`src/rtl/seg7_scan_multi.sv`:
```
// Time-multiplexed seven-segment driver with source select, snapshot/freeze,
// leading-zero blanking, per-digit decimal points and per-digit blinking.
// A two-stage output pipeline keeps the anode and segment outputs aligned.
module seg7_scan_multi #(
    parameter int unsigned DIGITS     = 8,
    parameter int unsigned SRC        = 3,
    parameter int unsigned SEL_W      = 2,
    parameter int unsigned SCAN_BITS  = 10,
    parameter int unsigned BLINK_BITS = 24
) (
    input  logic                      clk,
    input  logic                      rst,
    input  logic [SRC*DIGITS*4-1:0]   src_data,
    input  logic [SEL_W-1:0]          src_sel,
    input  logic                      freeze,
    input  logic                      blank_lz,
    input  logic [DIGITS-1:0]         dp_mask,
    input  logic [DIGITS-1:0]         blink_mask,
    output logic [DIGITS-1:0]         digit_anode,
    output logic [7:0]                segment
);

    localparam int unsigned NUM_W = DIGITS * 4;
    localparam int unsigned IDX_W = (DIGITS > 1) ? $clog2(DIGITS) : 1;

    logic [NUM_W-1:0]      src_word_c;
    logic [NUM_W-1:0]      disp_num;
    logic [SCAN_BITS-1:0]  pre;
    logic [IDX_W-1:0]      idx;
    logic [BLINK_BITS-1:0] blink_cnt;

    logic [3:0]            nib_c;
    logic                  blink_en_c;
    logic                  upper_nz_c;
    logic                  blank_c;

    logic [IDX_W-1:0]      idx_q;
    logic [3:0]            nib;
    logic                  blank;

    logic [DIGITS-1:0]     anode_c;
    logic                  dp_c;

    // Active-low {g,f,e,d,c,b,a} pattern for one hex nibble.
    function automatic logic [6:0] hex_seg(input logic [3:0] n);
        case (n)
            4'h0: hex_seg = 7'h40;
            4'h1: hex_seg = 7'h79;
            4'h2: hex_seg = 7'h24;
            4'h3: hex_seg = 7'h30;
            4'h4: hex_seg = 7'h19;
            4'h5: hex_seg = 7'h12;
            4'h6: hex_seg = 7'h02;
            4'h7: hex_seg = 7'h78;
            4'h8: hex_seg = 7'h00;
            4'h9: hex_seg = 7'h10;
            4'hA: hex_seg = 7'h08;
            4'hB: hex_seg = 7'h03;
            4'hC: hex_seg = 7'h46;
            4'hD: hex_seg = 7'h21;
            4'hE: hex_seg = 7'h06;
            default: hex_seg = 7'h0E;
        endcase
    endfunction

    // Source word mux; out-of-range selects yield zero.
    always_comb begin
        src_word_c = '0;
        for (int unsigned s = 0; s < SRC; s++) begin
            if (32'(src_sel) == s) begin
                src_word_c = src_data[s*NUM_W +: NUM_W];
            end
        end
    end

    // Snapshot register, held while frozen.
    always_ff @(posedge clk or posedge rst) begin
        if (rst) begin
            disp_num <= '0;
        end else if (!freeze) begin
            disp_num <= src_word_c;
        end
    end

    // Scan prescaler and digit index (wraps at DIGITS-1).
    always_ff @(posedge clk or posedge rst) begin
        if (rst) begin
            pre <= '0;
            idx <= '0;
        end else begin
            pre <= pre + SCAN_BITS'(1);
            if (&pre) begin
                idx <= (idx == IDX_W'(DIGITS - 1)) ? '0 : idx + IDX_W'(1);
            end
        end
    end

    // Free-running blink counter; its MSB is the blink phase.
    always_ff @(posedge clk or posedge rst) begin
        if (rst) begin
            blink_cnt <= '0;
        end else begin
            blink_cnt <= blink_cnt + BLINK_BITS'(1);
        end
    end

    // Current nibble and blank decision (leading zeros at or above idx, or blink).
    always_comb begin
        nib_c      = '0;
        blink_en_c = 1'b0;
        upper_nz_c = 1'b0;
        for (int unsigned i = 0; i < DIGITS; i++) begin
            if (32'(idx) == i) begin
                nib_c      = disp_num[i*4 +: 4];
                blink_en_c = blink_mask[i];
            end
            if ((i >= 32'(idx)) && (disp_num[i*4 +: 4] != 4'h0)) begin
                upper_nz_c = 1'b1;
            end
        end
        blank_c = (blank_lz && (idx != '0) && !upper_nz_c)
                || (blink_en_c && blink_cnt[BLINK_BITS-1]);
    end

    // Stage 1 pipeline registers.
    always_ff @(posedge clk or posedge rst) begin
        if (rst) begin
            idx_q <= '0;
            nib   <= '0;
            blank <= 1'b0;
        end else begin
            idx_q <= idx;
            nib   <= nib_c;
            blank <= blank_c;
        end
    end

    // One-hot-low anode and decimal point for the stage-1 digit.
    always_comb begin
        anode_c = '1;
        dp_c    = 1'b0;
        for (int unsigned i = 0; i < DIGITS; i++) begin
            if (32'(idx_q) == i) begin
                anode_c[i] = 1'b0;
                dp_c       = dp_mask[i];
            end
        end
    end

    // Stage 2: registered pin outputs, anode and segments updated together.
    always_ff @(posedge clk or posedge rst) begin
        if (rst) begin
            digit_anode <= '1;
            segment     <= 8'hFF;
        end else if (blank) begin
            digit_anode <= '1;
            segment     <= 8'hFF;
        end else begin
            digit_anode <= anode_c;
            segment     <= {~dp_c, hex_seg(nib)};
        end
    end

endmodule

```
`config.mk`:
```
export PLATFORM = sky130hd
export DESIGN_NAME = seg7_scan_multi
export DESIGN_NICKNAME = d
export VERILOG_FILES = /design/src/rtl/seg7_scan_multi.sv
export SDC_FILE = /design/constraint.sdc
export NUM_CORES = 1
export LEC_CHECK = 0
export CAP_MARGIN = 5
export CORE_UTILIZATION = 64
export DETAILED_ROUTE_END_ITERATION = 12
export DONT_BUFFER_PORTS = 1
export PLACE_DENSITY = 0.78
export RECOVER_POWER = 25
export SETUP_SLACK_MARGIN = 0.05
export SYNTH_ARGS = -nofsm -noshare
export SYNTH_HDL_FRONTEND = slang
export SYNTH_SLANG_ARGS = --single-unit
```
`constraint.sdc`:
```
create_clock -name clk -period 3.1 [get_ports clk]
set_input_delay 0.31 -clock clk [delete_from_list [all_inputs] [get_ports clk]]
set_output_delay 0.31 -clock clk [all_outputs]
set_load 0.02 [all_outputs]
```
* Word-level counts from Yosys, hierarchy flattened *
Memories as Yosys holds them, arrays and structs flattened.
Index checks and enable logic that the tools add are counted.

operators by class
  add/sub/neg operators = 3
  $lt $le $gt $ge = 7
  eq/ne operators = 16
  muxes and demuxes = 46
  bitwise operators = 1
  reductions and logical operators = 25

operators with widths
  cell                                                                   number
  32-bit 2-to-1 mux                                                      3
  1-bit 2-to-1 mux                                                       32
  4-bit 2-to-1 mux                                                       8
  4-bit nonzero test                                                     8
  24-bit by 1-bit adder with 24-bit output, second input constant        1
  3-bit equality test, second input constant                             8
  8-bit 2-to-1 mux                                                       2
  3-bit by 2-bit equality test with 1-bit output, second input constant  4
  10-bit by 1-bit adder with 10-bit output, second input constant        1
  1-bit logical AND                                                      10
  10-bit AND reduction                                                   1
  3-bit >= comparator, first input constant                              3
  3-bit by 1-bit equality test with 1-bit output, second input constant  2
  1-bit by 3-bit >= comparator with 1-bit output, first input constant   2
  2-bit by 3-bit >= comparator with 1-bit output, first input constant   2
  3-bit logical NOT                                                      2
  3-bit by 1-bit adder with 3-bit output, second input constant          1
  3-bit 2-to-1 mux                                                       1
  3-bit nonzero test                                                     1
  2-bit by 1-bit equality test with 1-bit output, second input constant  1
  2-bit equality test, second input constant                             1
  2-bit logical NOT                                                      1
  1-bit logical NOT                                                      1
  1-bit logical OR                                                       1
  1-bit inverter                                                         1

storage, ports and cells
  register bits after elaboration = 93
  ROM bits = 112
  bits of input ports = 118
  output and inout port bits = 16
  word-level logic and storage cells = 108
  memories = 1

memories
  memory            words  bits a word  read ports  clocked after Yosys merged registers in  write ports  RTL line  source
  (name not given)  16     7            1           0                                        0            46        case (n)

* Depth between registers and ports, before layout *
  word-level depth = 13
  mapped depth = 8
  gate-level depth less buffers = 7

* Least setup slack after synthesis *
OpenSTA, ideal clock, no wires.

  path kind = flip-flop to flip-flop
  start = reg idx[0]
  end = reg blank
  library setup time = 0.078 ns
  arrival time = 1.647 ns
  required time = 3.022 ns
  path slack = 1.375 ns
  stages on the path, launching flop included = 8
  path buffers = 1
  clock period less this slack = 1.725 ns
  path through = dfrtp_1 -> inv_1 -> ha_1 -> clkbuf_1 -> a21oi_1 -> nand4_1 -> a2111oi_0 -> o2bb2ai_1

between the ends
  word-level cells in the longest chain between the ends = 13
  elaborated cells on any way between the ends = 44
  classes of those cells = order compare: 7; eq/ne: 7; mux: 16; reduce/logical: 14

RTL lines
  element                                         RTL line  source
  from (decl)                                     29        logic [IDX_W-1:0] idx;
  from (signal assigned)                          93        idx <= (idx == IDX_W'(DIGITS - 1)) ? '0 : idx + IDX_W'(1);
  1-bit by 3-bit >= comparator with 1-bit output  117       if ((i >= 32'(idx)) && (disp_num[i*4 +: 4] != 4'h0)) begin
  1-bit logical AND                               117
  1-bit 2-to-1 mux (8 in series)                  117
  1-bit logical NOT                               121       blank_c = (blank_lz && (idx != '0) && !upper_nz_c)
  1-bit logical AND                               121
  1-bit logical OR (*)                            122       || (blink_en_c && blink_cnt[BLINK_BITS-1]);
  via blank_c                                     35        logic blank_c;
  to (signal assigned)                            134       blank <= blank_c;
  to (decl)                                       39        logic blank;

Mark *: on every way through the listed nets, which the timed path passes. The rest lies on a longest branch.
A chain may end at the register's enable or synchronous reset.

* Worst setup path after layout *
  start = reg idx[1]
  end = reg nib[2]

between the ends
  word-level cells in the longest chain between the ends = 9
  elaborated cells on any way between the ends = 16
  classes of those cells = eq/ne: 7; mux: 8; reduce/logical: 1

RTL lines
  element                         RTL line  source
  3-bit logical NOT               113       if (32'(idx) == i) begin
  4-bit 2-to-1 mux (7 in series)  113
  4-bit 2-to-1 mux (*)            113
  via nib_c[2]                    32        logic [3:0] nib_c;
  to (signal assigned)            133       nib <= nib_c;
  to (decl)                       38        logic [3:0] nib;

Marked as above.

==> flow_summary.yaml <==
outcome:
  status: "finished, violations left"
  violations: "max-capacitance violations, max-slew violations"
pwr:
  design_power_total_mw: 2.47
  powerDensity_nw_per_um2: 469
  p_leak_nw: 2.35
  ir_worst_vdd_mv: 0.285
synth:
  synth_flop_cell: "dfrtp_1"
  synth.most_common_cell: "dfrtp_1"
  async_flop_share: 1.00
  synth_area_leaders: "dfrtp_1, dfstp_2, mux2i_1, a211oi_1, a21oi_1"
  synthesis.area_um2: 5030
  ys_seq_area_frac: 0.466
  synth_cell_types: 54
  synth_nets: 656
  synth_top_area_share: 0.383
  synthCells: 526
  yosysWarningCount: 0
  synth_edf_count: 0
  synth_top_cell_by_area: "dfrtp_1"
  ys_seq_elements: 93
  netlist_top_cells_count: "dfrtp_1, nor2_1, inv_1"
  syn_area_per_cell_um2: 9.57
final_layout:
  areaGrowthSynthToFinish_pct: 4.75
  fin_util: 0.712
  num-fill-cells: 581
  seqCellArea_um2: 2350
  drive_above_1_share: 0.0971
  insertedDiodeCount: 0
  multiInputGateArea_um2: 2380
  final_nets: 640
  fin_cells: 614
floorplan:
  fp.dieH_um: 90.7
  rows: 31
  initial_core_util: 0.679
  coreArea_um2: 7410
  ioPinCount: 134
  die_x_um: 90.7
  design.die.area_um2: 8220
drt:
  viasPerCell: 6.16
  vias: 3781
  drt_iter0_drc: 177
  wirelength_mm: 10.5
  first_pass_iters: 5
  routedWlPerCell_um: 17.0
  drc: 0
  drtAntennaViolNets: 0
placed_design:
  dpl.cell_count: 597
  port-buffer-count: 0
  place_hpwl_mm: 7.76
  globalplace.congestion: 0.861
global_route:
  grt_pass1_wl_mm: 17.9
  gr-total-overflow: 0
  grt_max_degree: 65
  grt_util_all_layers: 0.272
  first_global_vias: 3812
  antenna_found_initial: 0
clock_tree:
  cts_resized: 0
  cts_max_path_buffers: 2
  numCtsBuffers: 9
  clock_sinks: 93
  clk_pin_slew_ns: 0.10
  root_buffer: "clkbuf_8"
  htreeDepth: 3
  cts_tree: "done"
  clk-insertion-delay-late_ns: 0.36
worst_hold_path:
  worstHoldPathType: "in2reg"
timing:
  setup_viol: 0
  period_share: 0.659
  min_period_ns: 2.04
  rsz0062_at_grt: "no"
  drv_slew: 42
  fin_tns_setup_ns: 0
  hold_viol: 0
  fmax_mhz: 490
  tightest_slew_ns: 1.85
  clock-skew-final_ns: 0.00703
  slew_headroom: -0.239
setup_path:
  crit_required_ns: 3.37
  critical_path_class: "reg2reg"
  worst-endpoint-arrival_ns: 2.31
  cp_cell_sequence: "nand2b_1 > mux2_4 > o21ai_1 > o311ai_1 > o221ai_1"
  startpoint_type: "flop"
  path_buf_inv: 0
  crit_path_top_delay_cell: "nand2b_1"
  endpoint_kind: "flop"
  critPathMaxStageDelay_ns: 0.61
  path_delay_family: "simple AND/OR/NAND/NOR gates"
  crit_path_max_fanout: 18
run:
  drv_cap: 1
path summary, 6_finish.rpt:
check                           slack [ns]   start      endpoint  cells after the start
max in group asynchronous             1.26     rst    segment[1]                      3
worst max-delay path                  1.06  idx[1]        nib[2]                      5
worst min register to register        0.46  pre[0]        pre[0]                      1
worst min-delay path                  0.03  freeze  disp_num[13]                      1
worst max register to register        1.06  idx[1]        nib[2]                      5
min in group asynchronous             0.86     rst  blink_cnt[2]                      2
cells in the final DEF, fill, tap and decap left out, types with 16 or more instances in the layout:
| master | n |
|---|---|
| dfrtp_1 | 77 |
| nor2_1 | 55 |
| inv_1 | 45 |
| a21oi_1 | 43 |
| mux2i_1 | 36 |
| nand2_1 | 33 |
| a211oi_1 | 32 |
| xnor2_1 | 22 |
| nand3_1 | 19 |
| o21ai_0 | 18 |
| dfstp_2 | 16 |
state kept, by name, summed over array words and instances (netlist names):
| signal | cells |
|---|---|
| segment | 8 |
| disp_num | 32 |
| digit_anode | 8 |
| nib | 4 |
| idx | 3 |
| pre | 10 |
| idx_q | 3 |
| blank | 1 |
| blink_cnt | 24 |
timing repair:
item,in CTS,in global routing
buffers inserted,0,0
hold endpoints to repair,41,0
hold buffers,1,0
where the power goes:
group          total [mW]  switching, mW  internal [mW]
clock               0.856          0.463          0.393
combinational       0.236          0.125          0.111
sequential           1.38         0.0819           1.30
total                2.47          0.670           1.80
cell type report:
| cell class | instances | area share |
|---|---|---|
| clock buffer | 9 | 0.0235 |
| clock inverter | 7 | 0.0176 |
| multi-input combinational | 357 | 0.451 |
| tap | 99 | 0.0235 |
| inverter | 46 | 0.0330 |
| sequential | 93 | 0.445 |
| timing repair buffer | 3 | 0.00641 |
worst reg2reg max path, cell delays in order, from the launching register on:
cell and delay, ns:
dfrtp_1 0.53, nand2b_1 0.61, mux2_4 0.35, o21ai_1 0.11, o311ai_1 0.14, o221ai_1 0.21
metal layers:
layer,wire length (µm),up-vias,GRT usage
met5,0,-,0
met2,5070,157,0.447
met4,180,0,0.105
met3,607,18,0.0438
li1,-,1803,-
met1,4600,1803,0.361
kinds of logic after synthesis:
family,Yosys count,synth area share
muxes,41,0.0858
DFF,93,0.466
and+or+nand+nor,149,0.146
AOI/OAI and AO/OA,125,0.159
buffers and inverters,76,0.0614
xor gates and xnor gates,30,0.0522
adders and majority gates,12,0.0298
metrics by stage:
step,worst slack [ns],instance area [µm²],hold WS [ns]
after global routing,0.809,5270,0.00769
after floorplan,0.396,5030,0.422
after detailed placement,1.09,5050,0.336
final,1.06,5270,0.0306
after CTS,1.07,5280,0.00911
after global placement,1.12,5050,0.315
(Power assumes the default switching activity.)
